### config.mk
export PLATFORM = sky130hd
export DESIGN_NAME = mem_port_arbiter_flat
export DESIGN_NICKNAME = d
export VERILOG_FILES = /design/src/rtl/mem_port_arbiter_if.sv /design/src/rtl/mem_port_arbiter.sv /design/src/flat_wrapper.sv
export SDC_FILE = /design/constraint.sdc
export NUM_CORES = 1
export LEC_CHECK = 0
export ABC_AREA = 0
export BUFFER_PORTS_ARGS = -buffer_cell sky130_fd_sc_hd__clkbuf_2
export CORE_AREA = 3 3 207 209
export DETAILED_ROUTE_END_ITERATION = 8
export DIE_AREA = 0 0 210 212
export PLACE_DENSITY = 0.41
export RECOVER_POWER = 25
export SLEW_MARGIN = 25
export SYNTH_ARGS = -nofsm -noshare
export SYNTH_HDL_FRONTEND = slang
export SYNTH_SLANG_ARGS = --single-unit
export TNS_END_PERCENT = 100
### constraint.sdc
create_clock -name clk -period 4 [get_ports clk]
set_input_delay 0.4 -clock clk [delete_from_list [all_inputs] [get_ports clk]]
set_output_delay 0.4 -clock clk [all_outputs]
set_load 0.02 [all_outputs]
### src/rtl/mem_port_arbiter_if.sv
// Bundle of requester (IF, LS) and memory-side handshake signals around mem_port_arbiter.
// slave: the arbiter's view; master: the pipeline/memory environment driving it.
interface mem_port_arbiter_if #(
   parameter int unsigned ADDR_W = 64,
   parameter int unsigned DATA_W = 64,
   parameter int unsigned MASK_W = 8
);
   logic              if_req_valid;
   logic              if_req_ready;
   logic [ADDR_W-1:0] if_req_addr;
   logic              if_resp_valid;
   logic [DATA_W-1:0] if_resp_rdata;

   logic              ls_req_valid;
   logic              ls_req_ready;
   logic [ADDR_W-1:0] ls_req_addr;
   logic              ls_req_wen;
   logic [DATA_W-1:0] ls_req_wdata;
   logic [MASK_W-1:0] ls_req_wmask;
   logic              ls_resp_valid;
   logic [DATA_W-1:0] ls_resp_rdata;

   logic              mem_req_valid;
   logic              mem_req_ready;
   logic [ADDR_W-1:0] mem_req_addr;
   logic              mem_req_wen;
   logic [DATA_W-1:0] mem_req_wdata;
   logic [MASK_W-1:0] mem_req_wmask;
   logic              mem_resp_valid;
   logic [DATA_W-1:0] mem_resp_rdata;

   modport slave (
      input  if_req_valid, if_req_addr,
      output if_req_ready, if_resp_valid, if_resp_rdata,
      input  ls_req_valid, ls_req_addr, ls_req_wen, ls_req_wdata, ls_req_wmask,
      output ls_req_ready, ls_resp_valid, ls_resp_rdata,
      output mem_req_valid, mem_req_addr, mem_req_wen, mem_req_wdata, mem_req_wmask,
      input  mem_req_ready, mem_resp_valid, mem_resp_rdata
   );

   modport master (
      output if_req_valid, if_req_addr,
      input  if_req_ready, if_resp_valid, if_resp_rdata,
      output ls_req_valid, ls_req_addr, ls_req_wen, ls_req_wdata, ls_req_wmask,
      input  ls_req_ready, ls_resp_valid, ls_resp_rdata,
      input  mem_req_valid, mem_req_addr, mem_req_wen, mem_req_wdata, mem_req_wmask,
      output mem_req_ready, mem_resp_valid, mem_resp_rdata
   );
endinterface

### src/rtl/mem_port_arbiter.sv
// Round-robin arbiter sharing one memory port between instruction fetch and load/store.
// One transaction in flight: IDLE (arbitrate) -> ISSUE (hold request) -> WAIT (route response).
module mem_port_arbiter #(
   parameter int unsigned ADDR_W = 64,
   parameter int unsigned DATA_W = 64,
   parameter int unsigned MASK_W = 8
) (
   input  logic                clk,
   input  logic                rst,
   mem_port_arbiter_if.slave   bus
);

   typedef enum logic [1:0] {IDLE, ISSUE, WAIT} state_t;
   typedef enum logic {REQ_IF, REQ_LS} req_t;

   state_t            state;
   req_t              owner;
   req_t              last_grant;
   logic [ADDR_W-1:0] addr_q;
   logic              wen_q;
   logic [DATA_W-1:0] wdata_q;
   logic [MASK_W-1:0] wmask_q;

   logic grant_if;
   logic grant_ls;
   logic accept_if;
   logic accept_ls;
   logic resp_fire;

   // On contention, the requester not served last wins
   always_comb begin
      grant_if  = 1'b0;
      grant_ls  = 1'b0;
      if (bus.if_req_valid && bus.ls_req_valid) begin
         grant_ls = (last_grant == REQ_IF);
         grant_if = (last_grant == REQ_LS);
      end else begin
         grant_if = bus.if_req_valid;
         grant_ls = bus.ls_req_valid;
      end
      accept_if = rst && (state == IDLE) && grant_if;
      accept_ls = rst && (state == IDLE) && grant_ls;
      resp_fire = rst && (state == WAIT) && bus.mem_resp_valid;
   end

   // Readies and responses are combinational and masked while reset is asserted
   always_comb begin
      bus.if_req_ready  = accept_if;
      bus.ls_req_ready  = accept_ls;
      bus.if_resp_valid = resp_fire && (owner == REQ_IF);
      bus.ls_resp_valid = resp_fire && (owner == REQ_LS);
      bus.if_resp_rdata = bus.if_resp_valid ? bus.mem_resp_rdata : DATA_W'(0);
      bus.ls_resp_rdata = bus.ls_resp_valid ? bus.mem_resp_rdata : DATA_W'(0);
      bus.mem_req_valid = (state == ISSUE);
      bus.mem_req_addr  = addr_q;
      bus.mem_req_wen   = wen_q;
      bus.mem_req_wdata = wdata_q;
      bus.mem_req_wmask = wmask_q;
   end

   always_ff @(posedge clk) begin
      if (!rst) begin
         state      <= IDLE;
         owner      <= REQ_IF;
         last_grant <= REQ_IF;
         addr_q     <= ADDR_W'(0);
         wen_q      <= 1'b0;
         wdata_q    <= DATA_W'(0);
         wmask_q    <= MASK_W'(0);
      end else begin
         case (state)
            IDLE: begin
               if (accept_ls) begin
                  owner      <= REQ_LS;
                  last_grant <= REQ_LS;
                  addr_q     <= bus.ls_req_addr;
                  wen_q      <= bus.ls_req_wen;
                  wdata_q    <= bus.ls_req_wdata;
                  wmask_q    <= bus.ls_req_wen ? bus.ls_req_wmask : MASK_W'(0);
                  state      <= ISSUE;
               end else if (accept_if) begin
                  owner      <= REQ_IF;
                  last_grant <= REQ_IF;
                  addr_q     <= bus.if_req_addr;
                  wen_q      <= 1'b0;
                  wdata_q    <= DATA_W'(0);
                  wmask_q    <= MASK_W'(0);
                  state      <= ISSUE;
               end
            end
            ISSUE: begin
               if (bus.mem_req_ready) state <= WAIT;
            end
            WAIT: begin
               if (bus.mem_resp_valid) state <= IDLE;
            end
            default: state <= IDLE;
         endcase
      end
   end

endmodule

### src/flat_wrapper.sv
// flat-port wrapper written by rule: the top's interface ports become plain ports
module mem_port_arbiter_flat 
#(
   parameter int unsigned ADDR_W = 64,
   parameter int unsigned DATA_W = 64,
   parameter int unsigned MASK_W = 8
)
  (clk, rst, bus_if_req_valid, bus_if_req_addr, bus_if_req_ready, bus_if_resp_valid, bus_if_resp_rdata, bus_ls_req_valid, bus_ls_req_addr, bus_ls_req_wen, bus_ls_req_wdata, bus_ls_req_wmask, bus_ls_req_ready, bus_ls_resp_valid, bus_ls_resp_rdata, bus_mem_req_valid, bus_mem_req_addr, bus_mem_req_wen, bus_mem_req_wdata, bus_mem_req_wmask, bus_mem_req_ready, bus_mem_resp_valid, bus_mem_resp_rdata);
  mem_port_arbiter_if #(.ADDR_W(ADDR_W), .DATA_W(DATA_W), .MASK_W(MASK_W)) bus_i ();
  input  logic clk;
  input  logic rst;
  input wire logic [$bits(bus_i.if_req_valid)-1:0] bus_if_req_valid;
  input wire logic [$bits(bus_i.if_req_addr)-1:0] bus_if_req_addr;
  output wire logic [$bits(bus_i.if_req_ready)-1:0] bus_if_req_ready;
  output wire logic [$bits(bus_i.if_resp_valid)-1:0] bus_if_resp_valid;
  output wire logic [$bits(bus_i.if_resp_rdata)-1:0] bus_if_resp_rdata;
  input wire logic [$bits(bus_i.ls_req_valid)-1:0] bus_ls_req_valid;
  input wire logic [$bits(bus_i.ls_req_addr)-1:0] bus_ls_req_addr;
  input wire logic [$bits(bus_i.ls_req_wen)-1:0] bus_ls_req_wen;
  input wire logic [$bits(bus_i.ls_req_wdata)-1:0] bus_ls_req_wdata;
  input wire logic [$bits(bus_i.ls_req_wmask)-1:0] bus_ls_req_wmask;
  output wire logic [$bits(bus_i.ls_req_ready)-1:0] bus_ls_req_ready;
  output wire logic [$bits(bus_i.ls_resp_valid)-1:0] bus_ls_resp_valid;
  output wire logic [$bits(bus_i.ls_resp_rdata)-1:0] bus_ls_resp_rdata;
  output wire logic [$bits(bus_i.mem_req_valid)-1:0] bus_mem_req_valid;
  output wire logic [$bits(bus_i.mem_req_addr)-1:0] bus_mem_req_addr;
  output wire logic [$bits(bus_i.mem_req_wen)-1:0] bus_mem_req_wen;
  output wire logic [$bits(bus_i.mem_req_wdata)-1:0] bus_mem_req_wdata;
  output wire logic [$bits(bus_i.mem_req_wmask)-1:0] bus_mem_req_wmask;
  input wire logic [$bits(bus_i.mem_req_ready)-1:0] bus_mem_req_ready;
  input wire logic [$bits(bus_i.mem_resp_valid)-1:0] bus_mem_resp_valid;
  input wire logic [$bits(bus_i.mem_resp_rdata)-1:0] bus_mem_resp_rdata;
  assign bus_i.if_req_valid = bus_if_req_valid;
  assign bus_i.if_req_addr = bus_if_req_addr;
  assign bus_if_req_ready = bus_i.if_req_ready;
  assign bus_if_resp_valid = bus_i.if_resp_valid;
  assign bus_if_resp_rdata = bus_i.if_resp_rdata;
  assign bus_i.ls_req_valid = bus_ls_req_valid;
  assign bus_i.ls_req_addr = bus_ls_req_addr;
  assign bus_i.ls_req_wen = bus_ls_req_wen;
  assign bus_i.ls_req_wdata = bus_ls_req_wdata;
  assign bus_i.ls_req_wmask = bus_ls_req_wmask;
  assign bus_ls_req_ready = bus_i.ls_req_ready;
  assign bus_ls_resp_valid = bus_i.ls_resp_valid;
  assign bus_ls_resp_rdata = bus_i.ls_resp_rdata;
  assign bus_mem_req_valid = bus_i.mem_req_valid;
  assign bus_mem_req_addr = bus_i.mem_req_addr;
  assign bus_mem_req_wen = bus_i.mem_req_wen;
  assign bus_mem_req_wdata = bus_i.mem_req_wdata;
  assign bus_mem_req_wmask = bus_i.mem_req_wmask;
  assign bus_i.mem_req_ready = bus_mem_req_ready;
  assign bus_i.mem_resp_valid = bus_mem_resp_valid;
  assign bus_i.mem_resp_rdata = bus_mem_resp_rdata;
  mem_port_arbiter #(.ADDR_W(ADDR_W), .DATA_W(DATA_W), .MASK_W(MASK_W)) u_core (.clk(clk), .rst(rst), .bus(bus_i));
endmodule
==> results of run 1 <==
==> registers in the layout, indices dropped and copies added (netlist names) <==
| signal | flops |
|---|---|
| u_core.bus.mem_req_wdata | 64 |
| u_core.state | 2 |
| u_core.bus.mem_req_wmask | 8 |
| u_core.owner | 1 |
| u_core.bus.mem_req_wen | 1 |
| u_core.bus.mem_req_addr | 64 |
==> cells in the final DEF, fill, tap and decap left out, drive strengths merged <==
cell,n
dfxtp,140
and3,1
and2,128
nor2b,1
a211oi,1
bufinv,4
nand3,129
o21ai,129
nand2,2
nand4b,1
or2,1
a311oi,65
clkinvlp,2
a21oi,130
nor3b,1
a22oi,1
inv,6
a32o,8
clkinv,6
or3b,1
a21boi,1
diode,3
a21bo,1
buf,14
clkbuf,558
nand3b,1
nor2,8
==> routing by layer <==
| layer | part of all wire (%) | GRT usage [%] |
|---|---|---|
| met1 | 39 | 18.7 |
| met2 | 53 | 31.3 |
| met3 | 5.5 | 4.25 |
| met4 | 2.9 | 6.74 |
| met5 | 0.033 | 0 |
==> logic make-up (layout without fill, tap and decap cells) <==
logic type	after synthesis	after routing
AO/OA/AOI/OAI	336	336
AND/OR/NAND/NOR	274	274
flip-flops	140	140
buffers and inverters	110	590
other	0	3
==> where the power goes <==
group / internal [W] / leakage (nW) / switching, W
sequential: 0.00150 / 1.15 / 0.0000589
combinational: 0.000297 / 3.02 / 0.000612
clock: 0.00104 / 0.304 / 0.000696
total: 0.00284 / 4.47 / 0.00137
==> final timing paths <==
path                                                                start                                         to  slack (ps)  depth (start not counted)
worst max-delay path                                                  rst   u_core.bus.mem_req_addr[22]$_SDFFE_PN0P_        1000                          4
worst min-delay path                                  bus_ls_req_wmask[2]   u_core.bus.mem_req_wmask[2]$_SDFFE_PN0P_         160                          2
worst max register to register               u_core.state[1]$_SDFFE_PN0P_   u_core.bus.mem_req_addr[20]$_SDFFE_PN0P_        1470                          4
worst min register to register  u_core.bus.mem_req_wdata[38]$_SDFFE_PN0P_  u_core.bus.mem_req_wdata[38]$_SDFFE_PN0P_         470                          2
==> layout make-up <==
class	count	area share [%]
multi-input combinational	610	34.1
sequential	140	26.8
timing repair buffer	555	26.6
tap	532	6.37
clock buffer	17	4.07
clock inverter	15	1.87
inverter	3	0.132
antenna	3	0.0718
==> critical path: stages <==
cell and delay, ps:
clkbuf_1 450, inv_4 20, clkbuf_2 1510, a311oi_1 790
==> cells in the mapped netlist <==
library cell	n
dfxtp_1	140
clkinv_1	1
a211oi_1	1
clkbuf_1	68
clkbuf_2	3
o21ai_0	125
buf_6	1
a311oi_1	65
a21boi_2	1
or3b_1	1
or2_2	1
nand4b_1	1
inv_1	2
buf_1	5
nor2b_1	1
buf_2	24
a21oi_1	130
nand2_1	2
a22oi_1	1
nor3b_2	1
a21bo_2	1
nor2_8	1
and3_1	1
nand3b_1	1
and2_1	128
a32o_1	8
nand3_1	129
o21ai_1	4
buf_4	6
nor2_1	6
nor2_2	1
==> metrics by stage <==
stage	cells	utilization [%]
final	1875	25.5
after global routing	1875	25.5
after CTS	1869	25.7
after detailed placement	1837	24.1
after global placement	1837	24.1
after floorplan	860	-
==> reports/results.ini, run 1 <==
[status]
status = finished with violations
violations = max-capacitance violations, max-slew violations

[detailed_routing]
routed_wl_um = 39600
drc = 0
ant_nets = 0
dr.first_iter.drc_count = 719
routedWlPerCell_um = 21.1
dr.pass1.iters = 5
viasPerCell = 4.53
dr_total_vias = 8501

[synth]
muxShareOfSynthArea_pct = 0
yosys.area_share.simple_pct = 22.9
synth_warnings = 0
synth_area_um2 = 6820
synth_top_family_by_area = compound AO/OA/AOI/OAI gates
netlist.area_leader.share_pct = 41.1
synth_compound_area_share_pct = 29.1
synthCells = 860
synth-seq-cells = 140
synthTopCellsByArea = dfxtp_1 (41%), and2_1 (12%), a21oi_1 (9.5%), nand3_1 (9.5%), o21ai_0 (9.2%)
yosysTopAreaCell = dfxtp_1
synth_fa_ha_area_share_pct = 0
yosysUniqueCellTypes = 31
synth.yosys.seq_area_share_pct = 41.1
synth_xor_area_share_pct = 0
syn_avg_cell_area_um2 = 7.93
postSynthNetCount = 1131

[placed_design]
hpwl_um = 28900
pre_cts_ws_ps = 1240
io_buffers = 540
place_area_um2 = 9900
place.gp.congestion = 0.858

[clock_network]
ctsLongestPathBuffers = 2
cts_sinks = 140
cts_resized = 0
root_buffer = clkbuf_16
clock_latency_ps = 460
cts_setup_buffers = 0
cts_made_buffers = 17
h-tree-depth = 4
tritoncts = yes
ctsHoldBuffers = 0
path_clk_slew_ps = 60

[grt]
grt_pass1_vias = 8405
grt_max_degree = 132
grt_pass1_wl_um = 56200
antenna_found_initial = 20
grtUsageTotal_pct = 17.0
gr-total-overflow = 0

[finish]
drive_gt1_share_pct = 37.0
finalInstanceArea_um2 = 10500
n_fill_cell = 4701
register_area_um2 = 2800
area_growth_pct = 53.3
nets = 1598
multi_input_area_um2 = 3570

[sta]
relSlewSlack_pct = -112
setup_viol = 0
slew_viol_final = 132
hold_slack_ps = 157
fin_crit_sh_pct = 75.1
rsz0062_at_grt = no
worst_pin_slew_ps = 3180
setup_tns_ps = 0
timing.fmax_mhz = 333
min_period_ps = 3000
setup_ws_ps = 996
fin_skew_ps = 4.41
final_hold_viol_count = 0

[worst_setup_path]
endpoint_kind = flip-flop
critPathMaxFanout = 131
critPathRequiredTime_ps = 4310
path_class = input port to flip-flop
arrival_ps = 3320
critPathLaunchType = input port

[die]
row_count = 74
die_x_um = 210
core_um2 = 41000
initial_core_util_pct = 16.6
fp.dieArea_um2 = 44500
pin_count = 541
fp.dieH_um = 212

[power_and_ir_drop]
power_w = 0.00421
peakVddDrop_mv = 0.245
power.density_nw_per_um2 = 403
p_leak_nw = 4.47

[min_path]
hp-class = input port to flip-flop

[flow_run]
drv_cap = 1

No activity file was read; power rests on OpenSTA's default activity.
==> inputs of run 2 (changes only) <==
ABC_AREA = 1   (was 0)
CORE_AREA = 3 3 209 211   (was 3 3 207 209)
DIE_AREA = 0 0 212 214   (was 0 0 210 212)
PLACE_DENSITY = 0.43   (was 0.41)
clock period = 3.1 ns   (was 4 ns; I/O delays follow)
==> reports/results.ini, run 2 <==
[synth]
yosysUniqueCellTypes = 17  ; was 31
synth_area_um2 = 7700  ; was 6820 um2
synth.most_common_cell = nor2_1  ; was dfxtp_1
synthTopCellsByArea = dfxtp_1 (36%), nand3_1 (14%), nor2_1 (13%), nand2_1 (9.9%), inv_1 (9.6%)  ; was dfxtp_1 (41%), and2_1 (12%), a21oi_1 (9.5%), nand3_1 (9.5%), o21ai_0 (9.2%)
synth_common_cells = nor2_1 (263), nand3_1 (209), nand2_1 (202)  ; was dfxtp_1 (140), a21oi_1 (130), nand3_1 (129)
synth-seq-cells = 140  ; unchanged
syn_avg_cell_area_um2 = 6.12  ; was 7.93 um2
yosysTopAreaCell = dfxtp_1  ; unchanged
synth_edf_count = 0  ; unchanged
synth-async-reset-ratio_pct = 0  ; unchanged
netlist.area_leader.share_pct = 36.4  ; was 41.1%
postSynthNetCount = 1529  ; was 1,131
synth.yosys.seq_area_share_pct = 36.4  ; was 41.1%
synthCells = 1258  ; was 860
yosys_most_used_dff = dfxtp_1  ; unchanged
synth_warnings = 0  ; unchanged

[power_and_ir_drop]
netSwitchingFraction_pct = 33.3  ; was 32.5%
p_leak_nw = 6.11  ; was 4.47 nW
pwr-share-comb_pct = 24.0  ; was 21.6%
peakVddDrop_mv = 0.362  ; was 0.245 mV
pwr-share-seq_pct = 36.0  ; was 37.1%
power.switching_w = 0.00188  ; was 0.00137 W
p_clk_share_pct = 40.0  ; was 41.3%
intPower_w = 0.00377  ; was 0.00284 W
power_w = 0.00566  ; was 0.00421 W
power.density_nw_per_um2 = 495  ; was 403 nW/um2

[die]
row_count = 75  ; was 74
pin_count = 541  ; unchanged
die_x_um = 212  ; was 210 um
fp.dieArea_um2 = 45400  ; was 44,500 um2
initial_core_util_pct = 18.3  ; was 16.6%
fp.dieH_um = 214  ; was 212 um
core_um2 = 41900  ; was 41,000 um2

[min_path]
worstHoldEndpoint = u_core.bus.mem_req_wdata[60]$_SDFFE_PN0P_  ; was u_core.bus.mem_req_wmask[2]$_SDFFE_PN0P_
whs_path_depth = 3  ; was 2
min-delay-start = bus_ls_req_wdata[60]  ; was bus_ls_req_wmask[2]
hp-class = input port to flip-flop  ; unchanged

[grt]
grt_pass1_wl_um = 60400  ; was 56,200 um
grt_max_degree = 75  ; was 132
gr-total-overflow = 0  ; unchanged
grt_pass1_vias = 9216  ; was 8,405
grtUsageTotal_pct = 18.1  ; was 17.0%
antenna_found_initial = 34  ; was 20

[clock_network]
ctsLongestPathBuffers = 2  ; unchanged
clock_latency_ps = 440  ; was 460 ps
cts_setup_buffers = 0  ; unchanged
tritoncts = yes  ; unchanged
cts_made_buffers = 17  ; unchanged
path_clk_slew_ps = 70  ; was 60 ps
root_buffer = clkbuf_16  ; unchanged
h-tree-depth = 4  ; unchanged
cts_sinks = 140  ; unchanged

[sta]
setup_viol = 0  ; unchanged
hold_slack_ps = 97.7  ; was 157 ps
rsz0062_at_grt = no  ; unchanged
final_hold_viol_count = 0  ; unchanged
min_period_ps = 2820
setup_tns_ps = 0  ; unchanged
fin_crit_sh_pct = 91.1
timing.fmax_mhz = 354
worst_pin_slew_ps = 1010  ; was 3180 ps
slew_viol_final = 0  ; was 132
fin_skew_ps = 8.54  ; was 4.41 ps
relSlewSlack_pct = 32.4  ; was -112%

[detailed_routing]
routedWlPerCell_um = 18.4  ; was 21.1 um
dr.first_iter.drc_count = 435  ; was 719
dr_total_vias = 9680  ; was 8,501
viasPerCell = 4.19  ; was 4.53
route.met3.wl_um = 2930  ; was 2190 um
ant_nets = 0  ; unchanged
wl_met1_um = 14900  ; was 15,400 um
wl_met2_um = 22400  ; was 20,800 um
routed_wl_um = 42500  ; was 39,600 um
drc = 0  ; unchanged
dr.pass1.iters = 5  ; unchanged
highest_layer = met5  ; unchanged

[finish]
nets = 2006  ; was 1,598
final_cell_mix = clkbuf_2 (439), nor2_1 (262), nand3_1 (209)  ; was clkbuf_2 (441), dfxtp_1 (140), a21oi_1 (130)
register_area_um2 = 2800  ; unchanged
multi_input_area_um2 = 3720  ; was 3570 um2
area_growth_pct = 48.3  ; was 53.3%
utilization_pct = 27.2  ; was 25.5%
final_common_cell = clkbuf_2  ; unchanged
n_fill_cell = 4865  ; was 4,701
drive_gt1_share_pct = 28.7  ; was 37.0%

[worst_setup_path]
critPathMaxFanout = 64  ; was 131
critPathLaunchType = flip-flop  ; was input port
cp_slowest_cell = inv_2  ; was clkbuf_2
r2r_start = u_core.owner$_SDFFE_PN0P_  ; was u_core.state[1]$_SDFFE_PN0P_
critPathTopFamily = simple AND/OR/NAND/NOR gates  ; was buffers and inverters
cpMostUsedCell = nor2_1
arrival_ps = 2510  ; was 3320 ps
endpoint_kind = output pin  ; was flip-flop
path_buf_inv = 2  ; was 3
critPathRequiredTime_ps = 2790  ; was 4310 ps
path_class = flip-flop to output pin  ; was input port to flip-flop
worstReg2RegEnd = u_core.bus.mem_req_addr[24]$_SDFFE_PN0P_  ; was u_core.bus.mem_req_addr[20]$_SDFFE_PN0P_
ff2ff_path_depth = 7  ; was 4
max_stage_delay_ps = 500  ; was 1510 ps
reg2reg_slack_ps = 700  ; was 1470 ps
crit_chain = nand4_1 > nor2_1 > inv_2 > nor2_1 > clkbuf_2  ; was clkbuf_1 > inv_4 > clkbuf_2 > a311oi_1

[flow_run]
drv_cap = 0  ; was 1

[placed_design]
io_buffers = 540  ; unchanged
hpwl_um = 33600  ; was 28,900 um
place.gp.congestion = 0.837  ; was 0.858

[status]
status = completed  ; was finished with violations

[run 2: changes by cell type in the layout (fill, tap and decap cells not counted), sizes merged, moves of 65 or more]
cell | before | now
inv | 6 | 204
nor2 | 8 | 264
nand2 | 2 | 202
and2 | 128 | 0
nand3 | 129 | 209
o21ai | 129 | 1
a311oi | 65 | 0
[run 2: cells by family after synthesis]
kind of cell    after synthesis  share of synthesized area (%)
simple gates                677                           36.5
buf+inv                     300                           15.8
compound gates              141                           11.3
flops                       140                           36.4
[run 2: stage by stage]
stage          cell area (um2)  setup slack [ps]  cells
3_3_place_gp             10800               608   2254
3_5_place_dp             10900               607   2255
2_1_floorplan             7700              1280   1258
5_1_grt                  11400               141   2306
6_report                 11400               276   2309
4_1_cts                  11500               278   2287
[run 2: cell type report]
cell class / instances / share of cell area, %
Multi-Input combinational cell: 818 / 32.6
Sequential cell: 140 / 24.5
Inverter: 199 / 6.56
Clock inverter: 15 / 1.84
Clock buffer: 17 / 3.73
Antenna cell: 22 / 0.482
Tap cell: 539 / 5.91
Timing Repair Buffer: 559 / 24.3
[run 2: worst max path at each step]
stage / startpoint / to / slack [ps] / cells after the start
final: u_core.state[1]$_SDFFE_PN0P_ / bus_if_resp_rdata[1] / 280 / 5
after CTS: u_core.state[1]$_SDFFE_PN0P_ / bus_if_resp_rdata[1] / 280 / 5
after global routing: u_core.state[1]$_SDFFE_PN0P_ / bus_if_resp_rdata[63] / 140 / 5
after global placement: bus_if_req_valid / u_core.bus.mem_req_wdata[24]$_SDFFE_PN0P_ / 610 / 7
after floorplan: u_core.state[1]$_SDFFE_PN0P_ / bus_ls_resp_rdata[10] / 1280 / 5
after detailed placement: bus_if_req_valid / u_core.bus.mem_req_addr[0]$_SDFFE_PN0P_ / 610 / 8
[run 2: repair_timing]
item / in CTS / in global routing
hold buffers: 0 / 0
resized for setup: 0 / 1
endpoints found under the hold margin: 0 / 0
endpoints found under the setup margin: 0 / 64
[run 2: tightest hold or removal path, stage by stage]
cell and delay [ps]:
clkbuf_2 80, nand2_1 50, a21oi_1 50
[run 2: power groups by stage]
stage / Sequential [W] / Combinational [W] / Clock [W]
3_5_place_dp: 0.00208 / 0.00141 / 0
3_3_place_gp: 0.00207 / 0.00141 / 0
4_1_cts: 0.00204 / 0.00142 / 0.00234
6_report: 0.00203 / 0.00136 / 0.00226
2_1_floorplan: 0.00224 / 0.000663 / 0
5_1_grt: 0.00205 / 0.00151 / 0.00241
[run 2: per-layer routing]
metal	up-vias	global-route usage, %
met5	-	0
met4	6	12.2
met3	76	5.67
met2	396	32.4
met1	4368	17.6
li1	4834	-
==> inputs of run 3 (changes only) <==
CORE_AREA = 3 3 208 210   (was 3 3 209 211)
CTS_CLUSTER_DIAMETER = 60   (was unset)
DIE_AREA = 0 0 211 213   (was 0 0 212 214)
clock period = 3.3 ns   (was 3.1 ns; I/O delays follow)
==> reports/results.ini, run 3 (synthesis gave the netlist of run 2 again) <==
[clock_network]
clock_latency_ps = 440  ; about the same
ctsLongestPathBuffers = 2  ; unchanged
path_clk_slew_ps = 70  ; about the same
root_buffer = clkbuf_16  ; unchanged
cts_setup_buffers = 0  ; unchanged
cts_made_buffers = 17  ; unchanged
cts_resized = 0  ; unchanged
ctsHoldBuffers = 0  ; unchanged
h-tree-depth = 4  ; unchanged
tritoncts = yes  ; unchanged
cts_sinks = 140  ; unchanged

[power_and_ir_drop]
peakVddDrop_mv = 0.243  ; was 0.362 mV
netSwitchingFraction_pct = 34.3  ; was 33.3%
p_leak_nw = 6.06  ; was 6.11 nW
pwr-share-comb_pct = 25.0  ; was 24.0%
power.switching_w = 0.00175  ; was 0.00188 W
pwr-share-seq_pct = 37.4  ; was 36.0%
intPower_w = 0.00335  ; was 0.00377 W
power.density_nw_per_um2 = 451  ; was 495 nW/um2
p_clk_share_pct = 37.7  ; was 40.0%

[detailed_routing]
ant_nets = 0  ; unchanged
dr.first_iter.drc_count = 463  ; was 435
viasPerCell = 4.14  ; was 4.19
dr_total_vias = 9499  ; was 9,680
dr.pass1.iters = 5  ; unchanged
drc = 0  ; unchanged
routed_wl_um = 40600  ; was 42,500 um
routedWlPerCell_um = 17.7  ; was 18.4 um

[sta]
fin_skew_ps = 8.94  ; was 8.54 ps
relSlewSlack_pct = 45.8  ; was 32.4%
setup_ws_ps = 317  ; was 276 ps
slew_viol_final = 0  ; unchanged
final_hold_viol_count = 0  ; unchanged
setup_tns_ps = 0  ; unchanged
setup_viol = 0  ; unchanged
min_period_ps = 2980
timing.fmax_mhz = 335
fin_crit_sh_pct = 90.4
rsz0062_at_grt = no  ; unchanged
worst_pin_slew_ps = 813  ; was 1010 ps

[finish]
nets = 2003  ; was 2,006
final_cell_mix = clkbuf_2 (438), nor2_1 (262), nand3_1 (209)  ; was clkbuf_2 (439), nor2_1 (262), nand3_1 (209)
area_growth_pct = 46.8  ; was 48.3%
drive_gt1_share_pct = 28.5  ; was 28.7%
final_common_cell = clkbuf_2  ; unchanged

[worst_setup_path]
arrival_ps = 2650  ; was 2510 ps
critPathMaxFanout = 64  ; unchanged
critPathLaunchType = flip-flop  ; unchanged
endpoint_kind = output pin  ; unchanged
path_class = flip-flop to output pin  ; unchanged
critPathRequiredTime_ps = 2970  ; was 2790 ps
ff2ff_path_depth = 7  ; unchanged

[placed_design]
pre_cts_ws_ps = 939  ; was 607 ps
io_buffers = 540  ; unchanged
hpwl_um = 32200  ; was 33,600 um
place.gp.congestion = 0.848  ; was 0.837

[min_path]
whs_path_depth = 3  ; unchanged
hp-class = input port to flip-flop  ; unchanged

[grt]
grt_pass1_vias = 9076  ; was 9,216
grt_pass1_wl_um = 57600  ; was 60,400 um
antenna_found_initial = 22  ; was 34
grtUsageTotal_pct = 17.3  ; was 18.1%
gr-total-overflow = 0  ; unchanged
grt_max_degree = 103  ; was 75

[die]
initial_core_util_pct = 18.4  ; was 18.3%
die_x_um = 211  ; was 212 um
fp.dieH_um = 213  ; was 214 um
core_um2 = 41800  ; was 41,900 um2
fp.dieArea_um2 = 44900  ; was 45,400 um2
row_count = 75  ; unchanged
pin_count = 541  ; unchanged

[flow_run]
drv_cap = 0  ; unchanged

[status]
status = completed  ; unchanged

-- run 3: metrics by stage --
step / total power, W / instance area (um2) / util [%] / hold WS (ps) / cells
floorplan: 0.00273 / 7700 / - / 475 / 1258
global placement: 0.00326 / 10800 / 25.8 / 469 / 2251
detailed placement: 0.00327 / 10800 / 25.8 / 473 / 2251
CTS: 0.00524 / 11400 / 27.2 / 87.6 / 2283
global route: 0.00541 / 11300 / 27.1 / 109 / 2294
finish: 0.00510 / 11300 / 27.1 / 129 / 2296
-- run 3: critical path: stages (launching register included) --
cell,delay (ps)
dfxtp_1,430
nand4_1,270
nor2_1,250
clkinv_2,660
nor2_1,360
clkbuf_2,220
-- run 3: metal layers --
| metal | GRT usage (%) | wire length [um] | vias to the layer above |
|---|---|---|---|
| li1 | - | - | 4816 |
| met4 | 10.4 | 1960 | 12 |
| met5 | 0 | 88 | - |
| met1 | 17.0 | 14000 | 4247 |
| met2 | 32.1 | 21700 | 353 |
| met3 | 5.07 | 2740 | 71 |
-- run 3: cell type report --
class	instances	area, um2
Fill cell	4860	30500
Multi-Input combinational cell	818	3720
Sequential cell	140	2800
Timing Repair Buffer	556	2740
Inverter	199	748
Tap cell	539	674
Clock buffer	19	453
Clock inverter	13	129
Antenna cell	12	30.0
-- run 3: final timing paths --
path	end	startpoint	slack, ps
worst max-delay path	bus_ls_resp_rdata[25]	u_core.state[1]$_SDFFE_PN0P_	320
worst min-delay path	u_core.bus.mem_req_wdata[2]$_SDFFE_PN0P_	bus_ls_req_wdata[2]	130
worst max register to register	u_core.bus.mem_req_addr[12]$_SDFFE_PN0P_	u_core.owner$_SDFFE_PN0P_	1120
worst min register to register	u_core.bus.mem_req_wdata[44]$_SDFFE_PN0P_	u_core.bus.mem_req_wdata[44]$_SDFFE_PN0P_	480
-- run 3: power groups by stage --
stage | registers (W) | clock network (W) | logic, W
2_1_floorplan | 0.00210 | 0 | 0.000623
3_3_place_gp | 0.00194 | 0 | 0.00132
3_5_place_dp | 0.00194 | 0 | 0.00132
4_1_cts | 0.00191 | 0.00201 | 0.00133
5_1_grt | 0.00192 | 0.00206 | 0.00143
6_report | 0.00190 | 0.00192 | 0.00127
